**src/rtl/fwd_hazard_unit_if.sv**
```systemverilog
// Pipeline-side signal bundle for the forwarding / hazard unit.
// The pipeline drives the master side; the hazard unit sits on the slave side.
interface fwd_hazard_unit_if #(
    parameter int NUM_SRC = 2,
    parameter int AW      = 5,
    parameter int MAX_MC  = 4,
    parameter int CW      = 16
);
    localparam int MCW = $clog2(MAX_MC + 1);

    logic                   id_valid;
    logic [NUM_SRC*AW-1:0]  id_rs;
    logic [NUM_SRC-1:0]     id_rs_used;
    logic [AW-1:0]          id_rd;
    logic                   id_regwrite;
    logic                   id_is_mc;
    logic [NUM_SRC*AW-1:0]  ex_rs;
    logic [AW-1:0]          id_ex_rd;
    logic                   id_ex_memread;
    logic [AW-1:0]          ex_mem_rd;
    logic                   ex_mem_regwrite;
    logic [AW-1:0]          mem_wb_rd;
    logic                   mem_wb_regwrite;
    logic                   mc_wb;
    logic [AW-1:0]          mc_wb_rd;

    logic [2*NUM_SRC-1:0]   fwd_sel;
    logic                   stall_id;
    logic                   bubble_ex;
    logic [(1<<AW)-1:0]     busy_vec;
    logic [MCW-1:0]         mc_count;
    logic [CW-1:0]          stall_cnt;
    logic                   err;

    modport master (
        output id_valid, id_rs, id_rs_used, id_rd, id_regwrite, id_is_mc,
               ex_rs, id_ex_rd, id_ex_memread, ex_mem_rd, ex_mem_regwrite,
               mem_wb_rd, mem_wb_regwrite, mc_wb, mc_wb_rd,
        input  fwd_sel, stall_id, bubble_ex, busy_vec, mc_count, stall_cnt, err
    );

    modport slave (
        input  id_valid, id_rs, id_rs_used, id_rd, id_regwrite, id_is_mc,
               ex_rs, id_ex_rd, id_ex_memread, ex_mem_rd, ex_mem_regwrite,
               mem_wb_rd, mem_wb_regwrite, mc_wb, mc_wb_rd,
        output fwd_sel, stall_id, bubble_ex, busy_vec, mc_count, stall_cnt, err
    );
endinterface

```
**src/rtl/fwd_hazard_unit.sv**
```systemverilog
// Operand forwarding select, ID-stage stall detection and multicycle-op scoreboard
// for an in-order pipeline with an out-of-band mul/div unit.
module fwd_hazard_unit #(
    parameter int NUM_SRC = 2,
    parameter int AW      = 5,
    parameter int MAX_MC  = 4,
    parameter int CW      = 16
) (
    input  logic              clk,
    input  logic              rst_n,
    fwd_hazard_unit_if.slave  hz
);
    localparam int NREG = 1 << AW;
    localparam int MCW  = $clog2(MAX_MC + 1);

    logic [NREG-1:0]      busy_reg, busy_next;
    logic [MCW-1:0]       mc_count_reg, mc_count_next;
    logic [CW-1:0]        stall_cnt_reg, stall_cnt_next;
    logic                 err_reg, err_next;

    logic [2*NUM_SRC-1:0] fwd_sel;
    logic                 load_use, raw_haz, waw_haz, struct_haz, stall;
    logic                 issue, wb_err, wb_ok;

    // Per-port forwarding: youngest producer (EX/MEM) wins, then the multicycle
    // writeback, then MEM/WB. x0 is never forwarded.
    genvar gi;
    generate
        for (gi = 0; gi < NUM_SRC; gi++) begin : g_fwd
            logic [AW-1:0] rs;
            logic [1:0]    sel;
            assign rs = hz.ex_rs[gi*AW +: AW];
            always_comb begin
                sel = 2'b00;
                if (rs != '0) begin
                    if (hz.ex_mem_regwrite && hz.ex_mem_rd == rs)
                        sel = 2'b10;
                    else if (hz.mc_wb && hz.mc_wb_rd == rs)
                        sel = 2'b11;
                    else if (hz.mem_wb_regwrite && hz.mem_wb_rd == rs)
                        sel = 2'b01;
                end
            end
            assign fwd_sel[2*gi +: 2] = sel;
        end
    endgenerate

    // Hazards read the registered scoreboard only, so a writeback in this cycle
    // does not release a dependent instruction until the following cycle.
    always_comb begin
        load_use = 1'b0;
        raw_haz  = 1'b0;
        for (int i = 0; i < NUM_SRC; i++) begin
            if (hz.id_rs_used[i]) begin
                if (hz.id_ex_rd != '0 && hz.id_ex_rd == hz.id_rs[i*AW +: AW])
                    load_use = 1'b1;
                if (busy_reg[hz.id_rs[i*AW +: AW]])
                    raw_haz = 1'b1;
            end
        end
        load_use = load_use & hz.id_valid & hz.id_ex_memread;
        raw_haz  = raw_haz & hz.id_valid;
    end

    assign waw_haz    = hz.id_valid && hz.id_regwrite && (hz.id_rd != '0) && busy_reg[hz.id_rd];
    assign struct_haz = hz.id_valid && hz.id_is_mc && (mc_count_reg == MCW'(MAX_MC));
    assign stall      = load_use | raw_haz | waw_haz | struct_haz;

    assign issue  = hz.id_valid && hz.id_is_mc && hz.id_regwrite && !stall;
    // A writeback with nothing outstanding, or to a register not awaiting a
    // result, is a protocol violation and leaves the scoreboard untouched.
    assign wb_err = hz.mc_wb && ((mc_count_reg == '0) ||
                                 (hz.mc_wb_rd != '0 && !busy_reg[hz.mc_wb_rd]));
    assign wb_ok  = hz.mc_wb && !wb_err;

    always_comb begin
        busy_next = busy_reg;
        if (wb_ok)
            busy_next[hz.mc_wb_rd] = 1'b0;
        if (issue)
            busy_next[hz.id_rd] = 1'b1;
        busy_next[0] = 1'b0;

        mc_count_next = mc_count_reg;
        case ({issue, wb_ok})
            2'b10:   mc_count_next = mc_count_reg + 1'b1;
            2'b01:   mc_count_next = mc_count_reg - 1'b1;
            default: mc_count_next = mc_count_reg;
        endcase

        stall_cnt_next = stall_cnt_reg;
        if (stall && stall_cnt_reg != '1)
            stall_cnt_next = stall_cnt_reg + 1'b1;

        err_next = err_reg | wb_err;
    end

    always_ff @(posedge clk or negedge rst_n) begin
        if (!rst_n) begin
            busy_reg      <= '0;
            mc_count_reg  <= '0;
            stall_cnt_reg <= '0;
            err_reg       <= 1'b0;
        end else begin
            busy_reg      <= busy_next;
            mc_count_reg  <= mc_count_next;
            stall_cnt_reg <= stall_cnt_next;
            err_reg       <= err_next;
        end
    end

    assign hz.fwd_sel   = fwd_sel;
    assign hz.stall_id  = stall;
    assign hz.bubble_ex = stall;
    assign hz.busy_vec  = busy_reg;
    assign hz.mc_count  = mc_count_reg;
    assign hz.stall_cnt = stall_cnt_reg;
    assign hz.err       = err_reg;

endmodule

```
**src/flat_wrapper.sv**
```systemverilog
// flat-port wrapper written by rule: the top's interface ports become plain ports
module fwd_hazard_unit_flat 
#(
    parameter int NUM_SRC = 2,
    parameter int AW      = 5,
    parameter int MAX_MC  = 4,
    parameter int CW      = 16
)
  (clk, rst_n, hz_id_valid, hz_id_rs, hz_id_rs_used, hz_id_rd, hz_id_regwrite, hz_id_is_mc, hz_ex_rs, hz_id_ex_rd, hz_id_ex_memread, hz_ex_mem_rd, hz_ex_mem_regwrite, hz_mem_wb_rd, hz_mem_wb_regwrite, hz_mc_wb, hz_mc_wb_rd, hz_fwd_sel, hz_stall_id, hz_bubble_ex, hz_busy_vec, hz_mc_count, hz_stall_cnt, hz_err);
  fwd_hazard_unit_if #(.NUM_SRC(NUM_SRC), .AW(AW), .MAX_MC(MAX_MC), .CW(CW)) hz_i ();
  input  logic clk;
  input  logic rst_n;
  input wire logic [$bits(hz_i.id_valid)-1:0] hz_id_valid;
  input wire logic [$bits(hz_i.id_rs)-1:0] hz_id_rs;
  input wire logic [$bits(hz_i.id_rs_used)-1:0] hz_id_rs_used;
  input wire logic [$bits(hz_i.id_rd)-1:0] hz_id_rd;
  input wire logic [$bits(hz_i.id_regwrite)-1:0] hz_id_regwrite;
  input wire logic [$bits(hz_i.id_is_mc)-1:0] hz_id_is_mc;
  input wire logic [$bits(hz_i.ex_rs)-1:0] hz_ex_rs;
  input wire logic [$bits(hz_i.id_ex_rd)-1:0] hz_id_ex_rd;
  input wire logic [$bits(hz_i.id_ex_memread)-1:0] hz_id_ex_memread;
  input wire logic [$bits(hz_i.ex_mem_rd)-1:0] hz_ex_mem_rd;
  input wire logic [$bits(hz_i.ex_mem_regwrite)-1:0] hz_ex_mem_regwrite;
  input wire logic [$bits(hz_i.mem_wb_rd)-1:0] hz_mem_wb_rd;
  input wire logic [$bits(hz_i.mem_wb_regwrite)-1:0] hz_mem_wb_regwrite;
  input wire logic [$bits(hz_i.mc_wb)-1:0] hz_mc_wb;
  input wire logic [$bits(hz_i.mc_wb_rd)-1:0] hz_mc_wb_rd;
  output wire logic [$bits(hz_i.fwd_sel)-1:0] hz_fwd_sel;
  output wire logic [$bits(hz_i.stall_id)-1:0] hz_stall_id;
  output wire logic [$bits(hz_i.bubble_ex)-1:0] hz_bubble_ex;
  output wire logic [$bits(hz_i.busy_vec)-1:0] hz_busy_vec;
  output wire logic [$bits(hz_i.mc_count)-1:0] hz_mc_count;
  output wire logic [$bits(hz_i.stall_cnt)-1:0] hz_stall_cnt;
  output wire logic [$bits(hz_i.err)-1:0] hz_err;
  assign hz_i.id_valid = hz_id_valid;
  assign hz_i.id_rs = hz_id_rs;
  assign hz_i.id_rs_used = hz_id_rs_used;
  assign hz_i.id_rd = hz_id_rd;
  assign hz_i.id_regwrite = hz_id_regwrite;
  assign hz_i.id_is_mc = hz_id_is_mc;
  assign hz_i.ex_rs = hz_ex_rs;
  assign hz_i.id_ex_rd = hz_id_ex_rd;
  assign hz_i.id_ex_memread = hz_id_ex_memread;
  assign hz_i.ex_mem_rd = hz_ex_mem_rd;
  assign hz_i.ex_mem_regwrite = hz_ex_mem_regwrite;
  assign hz_i.mem_wb_rd = hz_mem_wb_rd;
  assign hz_i.mem_wb_regwrite = hz_mem_wb_regwrite;
  assign hz_i.mc_wb = hz_mc_wb;
  assign hz_i.mc_wb_rd = hz_mc_wb_rd;
  assign hz_fwd_sel = hz_i.fwd_sel;
  assign hz_stall_id = hz_i.stall_id;
  assign hz_bubble_ex = hz_i.bubble_ex;
  assign hz_busy_vec = hz_i.busy_vec;
  assign hz_mc_count = hz_i.mc_count;
  assign hz_stall_cnt = hz_i.stall_cnt;
  assign hz_err = hz_i.err;
  fwd_hazard_unit #(.NUM_SRC(NUM_SRC), .AW(AW), .MAX_MC(MAX_MC), .CW(CW)) u_core (.clk(clk), .rst_n(rst_n), .hz(hz_i));
endmodule
```
**config.mk**
```make
export PLATFORM = sky130hd
export DESIGN_NAME = fwd_hazard_unit_flat
export DESIGN_NICKNAME = d
export VERILOG_FILES = /design/src/rtl/fwd_hazard_unit_if.sv /design/src/rtl/fwd_hazard_unit.sv /design/src/flat_wrapper.sv
export SDC_FILE = /design/constraint.sdc
export NUM_CORES = 1
export LEC_CHECK = 0
export BUFFER_PORTS_ARGS = -buffer_cell sky130_fd_sc_hd__buf_2
export CORE_MARGIN = 2
export CORE_UTILIZATION = 40
export DETAILED_ROUTE_END_ITERATION = 12
export PLACE_DENSITY = 0.76
export SYNTH_ARGS = -nofsm -noshare
export SYNTH_HDL_FRONTEND = slang
export SYNTH_SLANG_ARGS = --single-unit
```
**constraint.sdc**
```tcl
create_clock -name clk -period 7.99 [get_ports clk]
set_input_delay 0.799 -clock clk [delete_from_list [all_inputs] [get_ports clk]]
set_output_delay 0.799 -clock clk [all_outputs]
set_load 0.02 [all_outputs]
```
==> results of run 1 <==
==> synthesized netlist by cell type, types with 9 or more instances <==
cell type and n:
clkbuf_1 10, dfrtp_1 51, mux2i_1 24, mux4_2 17, nand2_1 17, nand3_1 9
nor2_1 16, nor3_1 9, o21ai_0 35, o31ai_1 32, xnor2_1 26, xor2_1 30
==> power groups by stage <==
stage	combinational, W	sequential, W	clock (W)
3_5_place_dp	0.000326	0.000372	0
2_1_floorplan	0.000172	0.000398	0
3_3_place_gp	0.000315	0.000371	0
5_1_grt	0.000353	0.000375	0.000191
4_1_cts	0.000326	0.000367	0.000181
6_report	0.000326	0.000371	0.000175
==> logic make-up (layout without fill, tap and decap cells) <==
logic type | after synthesis | after routing | synth area share [%]
simple gates | 122 | 122 | 18.24
compound gates | 97 | 97 | 15.45
xor+xnor | 56 | 56 | 11.76
flops | 51 | 51 | 30.60
mux | 48 | 48 | 17.91
buf+inv | 37 | 127 | 4.861
fa+ha+maj | 3 | 3 | 1.080
other cells | 1 | 1 | 0.08992
==> area by class of cell <==
type | count | area share, %
Tap cell | 136 | 3.522
Multi-Input combinational cell | 327 | 55.71
Clock buffer | 6 | 1.502
Clock inverter | 1 | 0.6216
Sequential cell | 51 | 26.42
Timing Repair Buffer | 112 | 11.60
Inverter | 8 | 0.6216
==> worst paths after layout <==
| check | endpoint |
|---|---|
| setup / recovery | hz_bubble_ex |
| hold / removal | u_core.hz.err |
| setup reg to reg | u_core.hz.mc_count[2] |
| hold reg to reg | u_core.hz.err |
| max in group asynchronous | u_core.hz.busy_vec[24] |
| min in group asynchronous | u_core.hz.busy_vec[19] |
==> cells in the final DEF (no fill, tap or decap), types with 3 or more instances in the layout <==
cell and instances:
a21oi_1 5, a31oi_1 6, and2_1 3, and3_1 7, buf_2 112, clkbuf_8 5
dfrtp_1 51, inv_1 8, mux2_2 4, mux2i_1 24, mux4_1 3, mux4_2 17
nand2_1 17, nand2b_1 3, nand3_1 9, nand3_2 5, nand3b_1 8, nand4_1 6
nor2_1 16, nor2b_1 8, nor3_1 9, nor4_1 8, o21ai_0 35, o22ai_1 5
o31ai_1 32, or3b_1 3, or4_1 3, xnor2_1 26, xor2_1 30
==> routing by layer <==
| metal | vias up | wire (um) | part of all wire [%] | GRT usage [%] |
|---|---|---|---|---|
| li1 | 1744 | - | - | - |
| met2 | 223 | 5971 | 47 | 36.40 |
| met3 | 32 | 1144 | 9.0 | 3.801 |
| met5 | - | 0 | 0 | 0 |
| met4 | 0 | 350 | 2.8 | 7.237 |
| met1 | 1918 | 5239 | 41 | 30.61 |
==> critical path: cells and delay by family <==
family                 cells  cell delay [ns]
and+or+nand+nor            2             0.60
muxes                      1             0.55
buffers and inverters      2             0.53
AOI/OAI and AO/OA          3             0.62
==> metrics by stage <==
stage	hold slack (ns)	worst slack (ns)
final	0.4866	4.079
after global placement	0.4556	4.089
after detailed placement	0.4686	3.884
after global routing	0.5099	3.952
after floorplan	0.5034	4.579
after CTS	0.4906	4.092
==> results.yml, run 1 <==
floorplan:
  die_h_um: 106.1
  core_area_sq_um: 10230
  die_w_um: 106.1
  start_util_pct: 40.76
  dieArea_sq_um: 11260
  fp-row-count: 37
  ios: 114
clocking:
  cts_tree: "built"
  clk_pin_slew_ns: 0.10
  post_cts_buffers: 0
  cts_sinks: 51
  cts_made_buffers: 5
  cts_resized: 0
  worstSkewPairLatency_ns: 0.32
  htreeDepth: 2
  ctsLongestPathBuffers: 2
  hold_buffers: 0
  cts_root_buf: "clkbuf_8"
job:
  maxCapViolCount: 0
power:
  ir_worst_vdd_uv: 104.6
  clkPwrFrac_pct: 20.1
  power_leakage_nw: 2.120
  internal_power_w: 0.0005250
  cellPowerDensity_nw_per_um2: 180.4
  p_switching_w: 0.0003466
  combPwrFrac_pct: 37.4
  power.total_w: 0.0008716
  p_seq_share_pct: 42.5
  swShare_pct: 39.77
placed_design:
  dp_hpwl_um: 9386
  port_buffers: 112
  dp_cells: 634
  post_dp_cell_area_sq_um: 4728
  gp_congestion: 0.9110
worst_setup_path:
  max_stage_delay_ns: 0.55
  path_class: "input pin to primary output"
  critPathRequiredTime_ns: 7.19
  cp_max_fo: 19
  crit_chain: "buf_2 -> mux4_2 -> and3b_1 -> a31oi_1 -> o21ai_1 -> nor4_4 -> a31oi_4 -> buf_2"
  regToRegStartpoint: "u_core.hz.busy_vec[23]"
  cp_data_arrival_time_ns: 3.11
  r2r_cells: 12
  cp-startpoint: "hz_id_rs[0]"
  worst_path_most_repeated_cell: "buf_2"
  reg2reg_slack_ns: 4.50
  crit_slowest_cell: "mux4_2"
  worst_setup_path_end_kind: "primary output"
  startpoint_type: "input pin"
route:
  drt_iter0_drc: 549
  first_pass_iters: 5
  wirelength_um: 12710
  num_vias: 3917
  ant_nets: 0
  detail_route.wl_per_cell_um: 19.82
  drc_errors: 0
  drt-vias-per-instance: 6.111
grt:
  grt_overflow: 0
  antenna_found_initial: 0
  grt_max_degree: 52
  grt_pass1_vias: 3823
  track_usage_pct: 22.45
  grt_pass1_wl_um: 20090
finish:
  multiInputGateArea_sq_um: 2691
  diodes: 0
  fin_area_sq_um: 4831
  fin_cells: 641
  fin_util_pct: 47.22
  layout-drive-gt1-share_pct: 30.69
  nets: 564
  area_growth_pct: 15.84
  largest_reg_flops: 31
  regArea_sq_um: 1276
  final.fill_count: 949
synth:
  synth.distinct_cells: 58
  syn_inst: 415
  synthFlopType: "dfrtp_1"
  synth_warnings: 0
  synth-seq-cells: 51
  syn-num-nets: 474
  synthTopCellsByArea: "dfrtp_1 31%, mux4_2 9.2%, xor2_1 6.3%"
  synth_edf_count: 0
  synth_top_cell_by_area: "dfrtp_1"
  synthArstFlopShare_pct: 100.0
  netlist.area_leader.share_pct: 30.60
  yosysSeqAreaShare_pct: 30.60
  netlist_area_sq_um: 4170
  avgSynthCellArea_sq_um: 10.05
timing:
  fin_worst_skew_ns: 0.01708
  fin_tns_setup_ns: 0
  setup_viol: 0
  post-route-min-period_ns: 3.911
  tightest_slew_ns: 1.146
  drv_slew: 0
  max_freq_ghz: 0.2557
  timing.final.crit_share_pct: 48.94
  rsz0062_at_grt: "false"
  hold_viol: 0
  maxSlewHeadroom_pct: 23.59
hold_path:
  hold_depth: 1
  hp-class: "register to register"
  holdCritStartpoint: "u_core.hz.err"
run_status:
  status: "finished clean"
Note: power is estimated with default switching activity, not from simulation.
==> inputs of run 2 (changes only) <==
--- a/config.mk
+++ b/config.mk
@@ -5,11 +5,12 @@
 export SDC_FILE = /design/constraint.sdc
 export NUM_CORES = 1
 export LEC_CHECK = 0
+export ABC_AREA = 1
 export BUFFER_PORTS_ARGS = -buffer_cell sky130_fd_sc_hd__buf_2
 export CORE_MARGIN = 2
 export CORE_UTILIZATION = 40
 export DETAILED_ROUTE_END_ITERATION = 12
-export PLACE_DENSITY = 0.76
+export PLACE_DENSITY = 0.77
 export SYNTH_ARGS = -nofsm -noshare
 export SYNTH_HDL_FRONTEND = slang
 export SYNTH_SLANG_ARGS = --single-unit
==> constraint.sdc (replaced) <==
create_clock -name clk -period 3.2 [get_ports clk]
set_input_delay 0.32 -clock clk [delete_from_list [all_inputs] [get_ports clk]]
set_output_delay 0.32 -clock clk [all_outputs]
set_load 0.02 [all_outputs]
==> run 2 against run 1 <==
The flow now finishes with violations (negative hold slack). Setup slack worse by 3.6 ns. Cell area grew 18%. Sequential power rose to 2.5 times the previous value. Sequential cell count unchanged. Clock power grew to 3.3 times the previous value. Non-clock buffer count increased by 10. Via count is 52% higher. Critical path depth grew 6. Die area grew 18%. Core utilization increased by 0.12 points. Wire length grew 31%. Critical path type unchanged. Critical endpoint unchanged.
==> results.yml, run 2 <==
floorplan:
  fp-row-count: 40
  die_w_um: 115.2
  dieArea_sq_um: 13260
  start_util_pct: 41.15
  die_h_um: 115.2
  core_area_sq_um: 12010
  ios: 114
timing:
  tightest_slew_ns: 0.5326
  drv_slew: 0
  hold_viol: 16
  whs_ns: -0.01099
  maxSlewHeadroom_pct: 64.50
  post-route-min-period_ns: 2.738
  setup_viol: 0
  timing.final.crit_share_pct: 85.56
  worst_slack_ns: 0.4621
  fin_worst_skew_ns: 0.01300
  max_freq_ghz: 0.3652
  fin_tns_setup_ns: 0
  rsz0062_at_grt: "false"
finish:
  area_growth_pct: 15.04
  final_common_cell: "nand2_1"
  layout-drive-gt1-share_pct: 15.92
  largest_reg_flops: 31
  nets: 994
  diodes: 0
  regArea_sq_um: 1276
  fin_cells: 1083
  multiInputGateArea_sq_um: 3102
  final.fill_count: 1304
  most-common-layout-cells: "314 x nand2_1, 112 x buf_2, 96 x nand3_1"
hold_path:
  hp-class: "input pin to async pin"
placed_design:
  dp_hpwl_um: 12420
  port_buffers: 112
  gp_congestion: 0.9894
  dp_cells: 1075
  place_ws_ns: 0.3655
grt:
  grt_max_degree: 33
  grt_use_met2_pct: 40.27
  grt_pass1_vias: 5302
  grt_pass1_wl_um: 26450
  grt_overflow: 0
  met1_usage_pct: 32.87
  antenna_found_initial: 0
  track_usage_pct: 24.93
  grt_busiest_layer: "met2"
  grtUsageMet3_pct: 4.481
worst_setup_path:
  crit_slowest_cell: "buf_2"
  cp_max_fo: 32
  path_class: "input pin to primary output"
  worst_path_most_repeated_cell: "nand2_1"
  cp_data_arrival_time_ns: 2.42
  worst_setup_path_end_kind: "primary output"
  crit_chain: "buf_2 -> inv_1 -> o21ai_1 -> nor2_1 -> nand3_1 -> nand2_1 -> nand2_1 -> nand2_1 -> a21oi_2 -> nand3_4 -> nand2_4 -> buf_4 -> inv_1 -> buf_2"
  startpoint_type: "input pin"
  critPathRequiredTime_ns: 2.88
  max_stage_delay_ns: 0.33
route:
  first_pass_iters: 6
  ant_nets: 0
  detail_route.wl_per_cell_um: 15.32
  drc_errors: 0
  num_vias: 5939
  drt_iter0_drc: 611
  wirelength_um: 16600
  drt-vias-per-instance: 5.484
clocking:
  hold_buffers: 0
  cts_root_buf: "clkbuf_16"
  cts_sinks: 51
  clk_pin_slew_ns: 0.08
  cts_resized: 0
  ctsLongestPathBuffers: 2
  htreeDepth: 2
  cts_tree: "built"
  cts_made_buffers: 5
  post_cts_buffers: 0
  worstSkewPairLatency_ns: 0.30
synth:
  syn_inst: 841
  synth.distinct_cells: 40
  synth_edf_count: 0
  synthTopCellsByArea: "dfrtp_1 26%, nand2_1 24%, nand3_1 9.7%"
  synthTopCellsByCount: "314 x nand2_1, 96 x nand3_1, 91 x nor2_1"
  syn-num-nets: 900
  netlist.area_leader.share_pct: 25.82
  yosysMostFrequentCell: "nand2_1"
  yosysSeqAreaShare_pct: 25.82
  avgSynthCellArea_sq_um: 5.877
  synth-seq-cells: 51
  synthArstFlopShare_pct: 100.0
  synth_warnings: 0
  synth_top_cell_by_area: "dfrtp_1"
  netlist_area_sq_um: 4942
  synthFlopType: "dfrtp_1"
power:
  power.total_w: 0.002441
  ir_worst_vdd_uv: 279.8
  cellPowerDensity_nw_per_um2: 429.4
  power_leakage_nw: 3.000
run_status:
  status: "finished, violations left"
  violations: "negative hold slack"
job:
  maxCapViolCount: 0
run 2: cells by family (layout without fill, tap and decap cells):
family	after synthesis	in the layout	synth area share, %
flops	51	51	25.82
xor+xnor	22	22	3.899
compound gates	85	85	10.30
simple gates	555	555	47.57
other cells	1	1	0.07588
fa+ha+maj	3	3	0.9113
buf+inv	124	219	11.42
run 2: path summary, 6_finish.rpt:
| check | from | slack (ns) | end | depth (start not counted) |
|---|---|---|---|---|
| hold / removal | rst_n | -0.01 | u_core.hz.stall_cnt[13] | 1 |
| max in group asynchronous | rst_n | 2.41 | u_core.hz.busy_vec[3] | 2 |
| setup / recovery | hz_id_rs[0] | 0.46 | hz_bubble_ex | 14 |
| hold reg to reg | u_core.hz.err | 0.49 | u_core.hz.err | 1 |
| setup reg to reg | u_core.hz.busy_vec[30] | 0.55 | u_core.hz.mc_count[2] | 16 |
| min in group clk | hz_mc_wb | 0.28 | u_core.hz.err | 2 |
run 2: worst max-delay path: cells and delay by family:
kind            cells  cell delay (ns)
simple gates        7             0.60
buf+inv             5             1.15
compound gates      2             0.33
run 2: area by class of cell:
class,count,area share [%]
multi-input cells,666,54.56
flip-flops and latches,51,22.45
repair buffers,122,11.18
inverters,89,5.876
well taps,147,3.235
clock buffers,5,2.201
clock inverters,3,0.5062
run 2: power breakdown:
part / total (W) / switching [W] / internal, W
combinational: 0.000935 / 0.000626 / 0.000310
sequential: 0.000936 / 0.000191 / 0.000745
clock: 0.000570 / 0.000271 / 0.000299
total: 0.00244 / 0.00109 / 0.00135
run 2: per-layer routing:
layer	up-vias	part of all wire, %
met1	2676	42
li1	2903	-
met2	324	45
met4	0	2.3
met5	-	0
met3	36	10
run 2: metrics by stage:
stage | utilization [%] | cell area [sq um] | hold slack [ns]
2_1_floorplan | - | 4942 | 0.02441
3_3_place_gp | 46.05 | 5532 | 0.3225
3_5_place_dp | 46.05 | 5532 | 0.3333
4_1_cts | 47.33 | 5685 | 0.01291
5_1_grt | 47.33 | 5685 | 0.03863
6_report | 47.33 | 5685 | -0.01099
